### src/rtl/exc_commit_ctrl_pkg.sv
// Shared types and cause codes for the writeback commit/exception controller.
package cpuDefine;

  typedef enum logic [1:0] {
    RUN   = 2'd0,
    IDLE  = 2'd1,
    DRAIN = 2'd2
  } exc_state_t;

  // One-hot redirect/commit event chosen for the WB instruction.
  typedef struct packed {
    logic intr;
    logic exc;
    logic ertn;
    logic refetch;
    logic idle;
  } exc_event_t;

  localparam logic [5:0] INT  = 6'h00;
  localparam logic [5:0] ALE  = 6'h09;
  localparam logic [5:0] TLBR = 6'h3F;

endpackage

### src/rtl/exc_commit_ctrl_if.sv
// WB-stage inputs, CSR-facing pulses and pipeline control of the commit controller.
interface exc_commit_ctrl_if;
  logic        wb_valid;
  logic [31:0] wb_pc;
  logic        wb_exc_valid;
  logic [5:0]  wb_excode;
  logic [8:0]  wb_esubcode;
  logic [31:0] wb_badv;
  logic        wb_is_ertn;
  logic        wb_is_refetch;
  logic        wb_is_idle;
  logic        ie;
  logic [11:0] lie;
  logic [11:0] is;
  logic        is_exc;
  logic [5:0]  excode;
  logic [8:0]  esubcode;
  logic [31:0] badvaddr;
  logic [31:0] csr_pc;
  logic        is_ertn;
  logic        is_fetch_again;
  logic        is_idle;
  logic        wb_commit;
  logic        flush;
  logic        idle_stall;

  modport master (
    input  wb_valid, wb_pc, wb_exc_valid, wb_excode, wb_esubcode, wb_badv,
           wb_is_ertn, wb_is_refetch, wb_is_idle, ie, lie, is,
    output is_exc, excode, esubcode, badvaddr, csr_pc, is_ertn,
           is_fetch_again, is_idle, wb_commit, flush, idle_stall
  );

  modport slave (
    output wb_valid, wb_pc, wb_exc_valid, wb_excode, wb_esubcode, wb_badv,
           wb_is_ertn, wb_is_refetch, wb_is_idle, ie, lie, is,
    input  is_exc, excode, esubcode, badvaddr, csr_pc, is_ertn,
           is_fetch_again, is_idle, wb_commit, flush, idle_stall
  );
endinterface

### src/rtl/exc_commit_ctrl_prio_sel.sv
// Combinational priority select: interrupt > exception > ertn > refetch > idle.
module exc_prio_sel
  import cpuDefine::*;
(
  input  logic        valid,
  input  logic        int_pending,
  input  logic        exc_valid,
  input  logic [5:0]  exc_code,
  input  logic [8:0]  exc_subcode,
  input  logic [31:0] exc_badv,
  input  logic        is_ertn,
  input  logic        is_refetch,
  input  logic        is_idle,
  output exc_event_t  ev,
  output logic [5:0]  ev_excode,
  output logic [8:0]  ev_esubcode,
  output logic [31:0] ev_badv
);

  always_comb begin
    ev          = '0;
    ev_excode   = '0;
    ev_esubcode = '0;
    ev_badv     = '0;
    if (valid) begin
      if (int_pending) begin
        ev.intr   = 1'b1;
        ev_excode = INT;
      end else if (exc_valid) begin
        ev.exc      = 1'b1;
        ev_excode   = exc_code;
        ev_esubcode = exc_subcode;
        ev_badv     = exc_badv;
      end else if (is_ertn) begin
        ev.ertn = 1'b1;
      end else if (is_refetch) begin
        ev.refetch = 1'b1;
      end else if (is_idle) begin
        ev.idle = 1'b1;
      end
    end
  end

endmodule

### src/rtl/exc_commit_ctrl.sv
// WB commit/exception controller: event arbitration, idle wait and post-redirect drain.
module exc_commit_ctrl
  import cpuDefine::*;
#(
  parameter int EXC_DRAIN = 2
) (
  input logic clk,
  input logic reset,
  exc_commit_ctrl_if.master bus
);

  localparam int CNT_W = (EXC_DRAIN < 2) ? 1 : $clog2(EXC_DRAIN + 1);
  localparam logic [CNT_W-1:0] CNT_LOAD = CNT_W'(EXC_DRAIN);

  generate
    if (EXC_DRAIN < 1) begin : g_bad_drain
      $error("exc_commit_ctrl: EXC_DRAIN must be at least 1");
    end
  endgenerate

  exc_state_t       state_reg, state_next;
  logic [CNT_W-1:0] cnt_reg, cnt_next;
  logic [31:0]      idle_pc_reg, idle_pc_next;

  logic [11:0] int_hit;
  logic        int_pending;
  genvar gi;
  generate
    for (gi = 0; gi < 12; gi++) begin : g_int_hit
      assign int_hit[gi] = bus.lie[gi] & bus.is[gi];
    end
  endgenerate
  assign int_pending = bus.ie & (|int_hit);

  exc_event_t  ev;
  logic [5:0]  sel_excode;
  logic [8:0]  sel_esubcode;
  logic [31:0] sel_badv;
  logic        redirect;

  exc_prio_sel u_prio_sel (
    .valid       (bus.wb_valid && state_reg == RUN && !reset),
    .int_pending (int_pending),
    .exc_valid   (bus.wb_exc_valid),
    .exc_code    (bus.wb_excode),
    .exc_subcode (bus.wb_esubcode),
    .exc_badv    (bus.wb_badv),
    .is_ertn     (bus.wb_is_ertn),
    .is_refetch  (bus.wb_is_refetch),
    .is_idle     (bus.wb_is_idle),
    .ev          (ev),
    .ev_excode   (sel_excode),
    .ev_esubcode (sel_esubcode),
    .ev_badv     (sel_badv)
  );

  assign redirect = ev.intr | ev.exc | ev.ertn | ev.refetch;

  always_ff @(posedge clk) begin
    if (reset) begin
      state_reg   <= RUN;
      cnt_reg     <= '0;
      idle_pc_reg <= '0;
    end else begin
      state_reg   <= state_next;
      cnt_reg     <= cnt_next;
      idle_pc_reg <= idle_pc_next;
    end
  end

  always_comb begin
    state_next   = state_reg;
    cnt_next     = cnt_reg;
    idle_pc_next = idle_pc_reg;
    case (state_reg)
      RUN: begin
        if (redirect) begin
          state_next = DRAIN;
          cnt_next   = CNT_LOAD;
        end else if (ev.idle) begin
          state_next   = IDLE;
          idle_pc_next = bus.wb_pc;
        end
      end
      IDLE: begin
        if (int_pending) begin
          state_next = DRAIN;
          cnt_next   = CNT_LOAD;
        end
      end
      DRAIN: begin
        // Counter value 1 marks the final drain cycle.
        if (cnt_reg <= CNT_W'(1)) begin
          state_next = RUN;
          cnt_next   = '0;
        end else begin
          cnt_next = cnt_reg - CNT_W'(1);
        end
      end
      default: state_next = RUN;
    endcase
  end

  logic        is_exc_c, is_ertn_c, is_fetch_again_c, is_idle_c;
  logic        wb_commit_c, flush_c, idle_stall_c;
  logic [5:0]  excode_c;
  logic [8:0]  esubcode_c;
  logic [31:0] badvaddr_c, csr_pc_c;

  always_comb begin
    is_exc_c         = 1'b0;
    is_ertn_c        = 1'b0;
    is_fetch_again_c = 1'b0;
    is_idle_c        = 1'b0;
    wb_commit_c      = 1'b0;
    flush_c          = 1'b0;
    idle_stall_c     = 1'b0;
    excode_c         = '0;
    esubcode_c       = '0;
    badvaddr_c       = '0;
    csr_pc_c         = '0;
    if (!reset) begin
      case (state_reg)
        RUN: begin
          is_exc_c         = ev.intr | ev.exc;
          is_ertn_c        = ev.ertn;
          is_fetch_again_c = ev.refetch;
          is_idle_c        = ev.idle;
          excode_c         = sel_excode;
          esubcode_c       = sel_esubcode;
          badvaddr_c       = sel_badv;
          csr_pc_c         = (ev.intr | ev.exc | ev.refetch | ev.idle) ? bus.wb_pc : 32'd0;
          wb_commit_c      = bus.wb_valid & ~(ev.intr | ev.exc);
          flush_c          = redirect;
        end
        IDLE: begin
          idle_stall_c = 1'b1;
          flush_c      = 1'b1;
          if (int_pending) begin
            is_exc_c = 1'b1;
            excode_c = INT;
            csr_pc_c = idle_pc_reg + 32'd4;
          end
        end
        DRAIN: flush_c = 1'b1;
        default: ;
      endcase
    end
  end

  assign bus.is_exc         = is_exc_c;
  assign bus.excode         = excode_c;
  assign bus.esubcode       = esubcode_c;
  assign bus.badvaddr       = badvaddr_c;
  assign bus.csr_pc         = csr_pc_c;
  assign bus.is_ertn        = is_ertn_c;
  assign bus.is_fetch_again = is_fetch_again_c;
  assign bus.is_idle        = is_idle_c;
  assign bus.wb_commit      = wb_commit_c;
  assign bus.flush          = flush_c;
  assign bus.idle_stall     = idle_stall_c;

endmodule

### src/flat_wrapper.sv
// flat-port wrapper written by rule: the top's interface ports become plain ports
module exc_commit_ctrl_flat import cpuDefine::*;
#(
  parameter int EXC_DRAIN = 2
)
  (clk, reset, bus_wb_valid, bus_wb_pc, bus_wb_exc_valid, bus_wb_excode, bus_wb_esubcode, bus_wb_badv, bus_wb_is_ertn, bus_wb_is_refetch, bus_wb_is_idle, bus_ie, bus_lie, bus_is, bus_is_exc, bus_excode, bus_esubcode, bus_badvaddr, bus_csr_pc, bus_is_ertn, bus_is_fetch_again, bus_is_idle, bus_wb_commit, bus_flush, bus_idle_stall);
  exc_commit_ctrl_if bus_i ();
  input logic clk;
  input logic reset;
  input wire logic [$bits(bus_i.wb_valid)-1:0] bus_wb_valid;
  input wire logic [$bits(bus_i.wb_pc)-1:0] bus_wb_pc;
  input wire logic [$bits(bus_i.wb_exc_valid)-1:0] bus_wb_exc_valid;
  input wire logic [$bits(bus_i.wb_excode)-1:0] bus_wb_excode;
  input wire logic [$bits(bus_i.wb_esubcode)-1:0] bus_wb_esubcode;
  input wire logic [$bits(bus_i.wb_badv)-1:0] bus_wb_badv;
  input wire logic [$bits(bus_i.wb_is_ertn)-1:0] bus_wb_is_ertn;
  input wire logic [$bits(bus_i.wb_is_refetch)-1:0] bus_wb_is_refetch;
  input wire logic [$bits(bus_i.wb_is_idle)-1:0] bus_wb_is_idle;
  input wire logic [$bits(bus_i.ie)-1:0] bus_ie;
  input wire logic [$bits(bus_i.lie)-1:0] bus_lie;
  input wire logic [$bits(bus_i.is)-1:0] bus_is;
  output wire logic [$bits(bus_i.is_exc)-1:0] bus_is_exc;
  output wire logic [$bits(bus_i.excode)-1:0] bus_excode;
  output wire logic [$bits(bus_i.esubcode)-1:0] bus_esubcode;
  output wire logic [$bits(bus_i.badvaddr)-1:0] bus_badvaddr;
  output wire logic [$bits(bus_i.csr_pc)-1:0] bus_csr_pc;
  output wire logic [$bits(bus_i.is_ertn)-1:0] bus_is_ertn;
  output wire logic [$bits(bus_i.is_fetch_again)-1:0] bus_is_fetch_again;
  output wire logic [$bits(bus_i.is_idle)-1:0] bus_is_idle;
  output wire logic [$bits(bus_i.wb_commit)-1:0] bus_wb_commit;
  output wire logic [$bits(bus_i.flush)-1:0] bus_flush;
  output wire logic [$bits(bus_i.idle_stall)-1:0] bus_idle_stall;
  assign bus_i.wb_valid = bus_wb_valid;
  assign bus_i.wb_pc = bus_wb_pc;
  assign bus_i.wb_exc_valid = bus_wb_exc_valid;
  assign bus_i.wb_excode = bus_wb_excode;
  assign bus_i.wb_esubcode = bus_wb_esubcode;
  assign bus_i.wb_badv = bus_wb_badv;
  assign bus_i.wb_is_ertn = bus_wb_is_ertn;
  assign bus_i.wb_is_refetch = bus_wb_is_refetch;
  assign bus_i.wb_is_idle = bus_wb_is_idle;
  assign bus_i.ie = bus_ie;
  assign bus_i.lie = bus_lie;
  assign bus_i.is = bus_is;
  assign bus_is_exc = bus_i.is_exc;
  assign bus_excode = bus_i.excode;
  assign bus_esubcode = bus_i.esubcode;
  assign bus_badvaddr = bus_i.badvaddr;
  assign bus_csr_pc = bus_i.csr_pc;
  assign bus_is_ertn = bus_i.is_ertn;
  assign bus_is_fetch_again = bus_i.is_fetch_again;
  assign bus_is_idle = bus_i.is_idle;
  assign bus_wb_commit = bus_i.wb_commit;
  assign bus_flush = bus_i.flush;
  assign bus_idle_stall = bus_i.idle_stall;
  exc_commit_ctrl #(.EXC_DRAIN(EXC_DRAIN)) u_core (.clk(clk), .reset(reset), .bus(bus_i));
endmodule
### config.mk
export PLATFORM = sky130hd
export DESIGN_NAME = exc_commit_ctrl_flat
export DESIGN_NICKNAME = d
export VERILOG_FILES = /design/src/rtl/exc_commit_ctrl_pkg.sv /design/src/rtl/exc_commit_ctrl_if.sv /design/src/rtl/exc_commit_ctrl_prio_sel.sv /design/src/rtl/exc_commit_ctrl.sv /design/src/flat_wrapper.sv
export SDC_FILE = /design/constraint.sdc
export NUM_CORES = 1
export LEC_CHECK = 0
export ABC_AREA = 1
export CAP_MARGIN = 20
export CORE_ASPECT_RATIO = 0.75
export CORE_MARGIN = 2
export CORE_UTILIZATION = 23
export DETAILED_ROUTE_END_ITERATION = 6
export DONT_BUFFER_PORTS = 1
export PLACE_DENSITY_LB_ADDON = 0.15
export SLEW_MARGIN = 20
export SYNTH_ARGS = -nofsm -noshare
export SYNTH_HDL_FRONTEND = slang
export SYNTH_HIERARCHICAL = 1
export SYNTH_SLANG_ARGS = --single-unit
### constraint.sdc
create_clock -name clk -period 3.2 [get_ports clk]
set_input_delay 0.64 -clock clk [delete_from_list [all_inputs] [get_ports clk]]
set_output_delay 0.64 -clock clk [all_outputs]
set_load 0.05 [all_outputs]
* Word-level counts from Yosys, hierarchy flattened *
Cells that the tools add are included.

word-level totals
  register bits after elaboration = 36
  bits of input ports = 111
  output and inout bits = 86
  word-level logic and storage cells = 94

cells by class
  $add $sub $neg = 2
  magnitude comparators = 1
  equality and inequality tests = 6
  multiplexer cells = 51
  bitwise operators = 21
  reductions and logical operators = 10

operator list
  operator                                                                 count
  32-bit 2-to-1 mux                                                        8
  32-bit case mux with 2 select lines                                      1
  9-bit 2-to-1 mux                                                         5
  32-bit by 3-bit adder with 32-bit output, second input constant          1
  6-bit 2-to-1 mux                                                         5
  1-bit 2-to-1 mux                                                         18
  1-bit bitwise AND                                                        14
  2-bit 2-to-1 mux                                                         7
  2-bit case mux with 3 select lines                                       2
  12-bit OR reduction                                                      1
  3-bit AND reduction                                                      3
  2-bit by 1-bit inequality test with 1-bit output, second input constant  3
  5-bit 2-to-1 mux                                                         1
  1-bit bitwise OR                                                         5
  4-bit 2-to-1 mux                                                         1
  1-bit case mux with 2 select lines                                       2
  3-bit 2-to-1 mux                                                         1
  3-bit by 1-bit inequality test with 1-bit output, second input constant  1
  3-bit nonzero test                                                       1
  2-bit by 1-bit equality test with 1-bit output, second input constant    1
  2-bit equality test, second input constant                               1
  2-bit by 1-bit <= comparator with 1-bit output, second input constant    1
  1-bit logical AND                                                        2
  2-bit zero test                                                          1
  other kinds (4)                                                          5

* Logic depth before layout (Yosys ltp) *
  word-level depth = 12
  depth in mapped cells = 21
  mapped depth without buffers = 17

* By module *
Netlist, hierarchy kept.

modules (own cells, without submodules)
  module           times used  cells an instance  area an instance (um^2)
  exc_commit_ctrl  1           593                3248.1
  exc_prio_sel     1           113                559.3

* Worst setup path after synthesis *
Ideal clock, no wire load.

  kind = register to output
  start point = register u_core.state_reg[0]
  end point = output bus_wb_commit
  arrival = 3266 ps
  data required time = 2560 ps
  setup slack = -706 ps
  cell stages (with the launch flop) = 14
  cell sequence = dfxtp_1 > inv_1 > ha_1 > buf_2 > clkbuf_1 > nand2_1 > nor2_1 > inv_1 > nor2_2 > nand2_1 > buf_6 > buf_6 > inv_1 > nor4_1

RTL lines
  what                    line                   RTL
  start, declared         exc_commit_ctrl.sv:21  exc_state_t state_reg, state_next;
  start signal, assigned  exc_commit_ctrl.sv:65  state_reg <= state_next;
  end, declared           flat_wrapper.sv:30     output wire logic [$bits(bus_i.wb_commit)-1:0] bus_wb_commit;

==> results.toml <==
[outcome]
outcome = "finished clean"

[synth]
synth_nets = 822
yosysWarnings = 6
postSynthCellCount = 706
synth-edff-count = 0
synth_common_cells = "nand2_1, nor2_1, inv_1"
synth_top_area_cell = "nand2_1"
synth_top_area_share_pct = 19.1
ys_seq_area_share_pct = 18.9
ys.flop_type = "dfxtp_1"
yosys-top-cells-area = "nand2_1, dfxtp_1, nor2_1"
synth-seq-cells = 36
avgSynthCellArea_sq_um = 5.39
synth_cell_type_count = 33
synth.most_common_cell = "nand2_1"
synthArstFlopShare_pct = 0
synth_area_sq_um = 3810

[routing]
route.vias.total = 4547
met3_length_mm = 1.20
viasPerCell = 4.61
highest_layer = "met4"
wl_met1_mm = 6.83
routed_wl_mm = 14.3
drtIter0Drc = 242
ant_nets = 0
met2_length_mm = 6.15
wl_per_cell_um = 14.5
dr.pass1.iters = 4
drc = 0

[timing]
fmax_ghz = 0.322
fin_tns_setup_ns = 0
slew_violations = 0
worst_pin_slew_ns = 0.876
slew_headroom_pct = 41.4
finalClockSkew_ns = 0.00676
rsz0062_at_grt = "yes"
hold_viol_final = 0
timing.final.crit_share_pct = 97.1
setup_viol = 0
fin_crit_ns = 3.11

[cells_and_area]
nNetsFinal = 891
register_area_sq_um = 721
antenna_cells = 0
syn_to_final_growth_pct = 48.3
drive_gt1_share_pct = 25.9
largest_reg_flops = 32
fin_cells = 986
multi_input_area_sq_um = 2980
n_fill_cell = 1778
final_area_sq_um = 5650
fin_util_pct = 35.0

[placed_design]
hpwlAfterDp_mm = 10.9
place_inst = 975
io_buffers = 0
dpl_cell_area_sq_um = 5370
gp_congestion = 0.877

[grt]
grtUsageTotal_pct = 15.5
grt_max_degree = 88
grt-ovfl-total = 0
grt_pass1_vias = 4303
grt_pass1_wl_mm = 22.2
antenna_found_initial = 0

[clocking]
clock-sinks = 36
cts_hold_buf = 0
cts-root-buf = "clkbuf_16"
htreeDepth = 2
cts_made_buffers = 5
cts_buffer_depth = 2
cts_tree = "built"
clk_pin_slew_ns = 0.06
worst_skew_pair.late_latency_ns = 0.29

[power]
vdd_drop_max_v = 0.000232
p_leak_nw = 2.25
p_total_mw = 1.98
pwr_density_cell_nw_per_um2 = 351

[setup_path]
cp.required_ns = 2.56
max_stage_delay_ns = 0.39
cp-end-kind = "output pin"
r2r_start = "u_core/state_reg[0]"
crit_type = "register to output pin"
path_delay_family = "simple AND/OR/NAND/NOR gates"
worstPathMaxFanout = 10
worst-path-buf-inv = 6
critPathLaunchType = "register"
startpoint = "u_core/state_reg[0]"
cp.arrival_ns = 2.47
cpMaxStageDelayCell = "dfxtp_1"
path_cells = "inv_1, ha_4, nand2_4, nor2_4, inv_1, nor2_2, nand2_2, inv_2, nor2_2, nand3_1, nand2_2, clkinv_4, clkbuf_16, a21oi_2, nor2_4, buf_12"

[die]
die_w_um = 153
boundaryPins = 197
dieArea_sq_um = 17600
core_area_sq_um = 16100
fp-row-count = 40
start_util_pct = 23.6
fp.dieH_um = 115

[min_path]
min_path_type = "primary input to register"
hold_path_startpoint = "reset"

[job]
drv_cap = 0
-- layout by cell type (no fill, tap or decap), types with 2 or more instances in the layout --
| master | synthesis | final |
|---|---|---|
| a21oi_1 | 46 | 18 |
| a21oi_4 | 0 | 29 |
| buf_12 | 1 | 35 |
| buf_4 | 0 | 59 |
| clkbuf_16 | 0 | 7 |
| dfxtp_1 | 36 | 36 |
| ha_1 | 5 | 4 |
| inv_1 | 79 | 75 |
| inv_2 | 4 | 7 |
| nand2_1 | 194 | 189 |
| nand2_2 | 3 | 7 |
| nand3_1 | 36 | 35 |
| nand3_2 | 5 | 6 |
| nand4_1 | 2 | 2 |
| nor2_1 | 166 | 159 |
| nor2_2 | 15 | 20 |
| nor2_4 | 16 | 18 |
| nor3_1 | 3 | 2 |
| o21a_1 | 2 | 2 |
| o21ai_0 | 31 | 31 |
| o21ai_1 | 2 | 2 |
| o21bai_1 | 3 | 3 |
| or2_2 | 4 | 4 |
| xnor2_1 | 2 | 2 |
| xor2_1 | 9 | 9 |
-- metal layers --
metal	track usage, %	vias up
met5	0	-
met4	2.84	0
met3	4.86	10
met2	24.4	148
met1	21.2	2093
li1	-	2296
-- cell type report --
cell class | instances | area share (%)
flip-flops and latches | 36 | 12.8
clock inverters | 2 | 0.621
clock buffers | 6 | 2.28
well taps | 210 | 4.65
multi-input cells | 552 | 52.7
repair buffers | 97 | 21.3
inverters | 83 | 5.61
-- repair_timing --
item / CTS / global route
buffers inserted: 0 / 1
gates resized for setup: 0 / 19
setup endpoints to repair: 0 / 32
-- per-stage QoR --
| step | hold WS, ns | setup slack (ns) |
|---|---|---|
| 2_1_floorplan | 0.444 | -0.0528 |
| 3_3_place_gp | 0.454 | 0.0842 |
| 3_5_place_dp | 0.468 | 0.0264 |
| 4_1_cts | 0.425 | 0.0178 |
| 5_1_grt | 0.422 | -0.0508 |
| 6_report | 0.451 | 0.0919 |
-- path summary, 6_finish.rpt --
path	endpoint	slack, ns	depth (start not counted)
max	bus_csr_pc[12]	0.09	16
max reg2reg	u_core/idle_pc_reg[16]	0.62	16
min reg2reg	u_core/cnt_reg[0]	0.48	2
min	u_core/state_reg[1]	0.45	1
-- where the power goes --
part | internal, mW | switching [mW] | total [mW] | leakage, nW
combinational | 0.335 | 0.596 | 0.930 | 1.88
sequential | 0.466 | 0.0186 | 0.485 | 0.290
clock | 0.367 | 0.200 | 0.567 | 0.0808
total | 1.17 | 0.814 | 1.98 | 2.25
-- cells by family after synthesis --
| kind of cell | share of synthesized area, % |
|---|---|
| AO/OA/AOI/OAI | 12.2 |
| AND/OR/NAND/NOR | 51.4 |
| XOR/XNOR | 2.53 |
| buffers and inverters | 13.3 |
| adder cells (fa/ha/maj) | 1.64 |
| flip-flops | 18.9 |
Note: power is estimated with default switching activity, not from simulation.
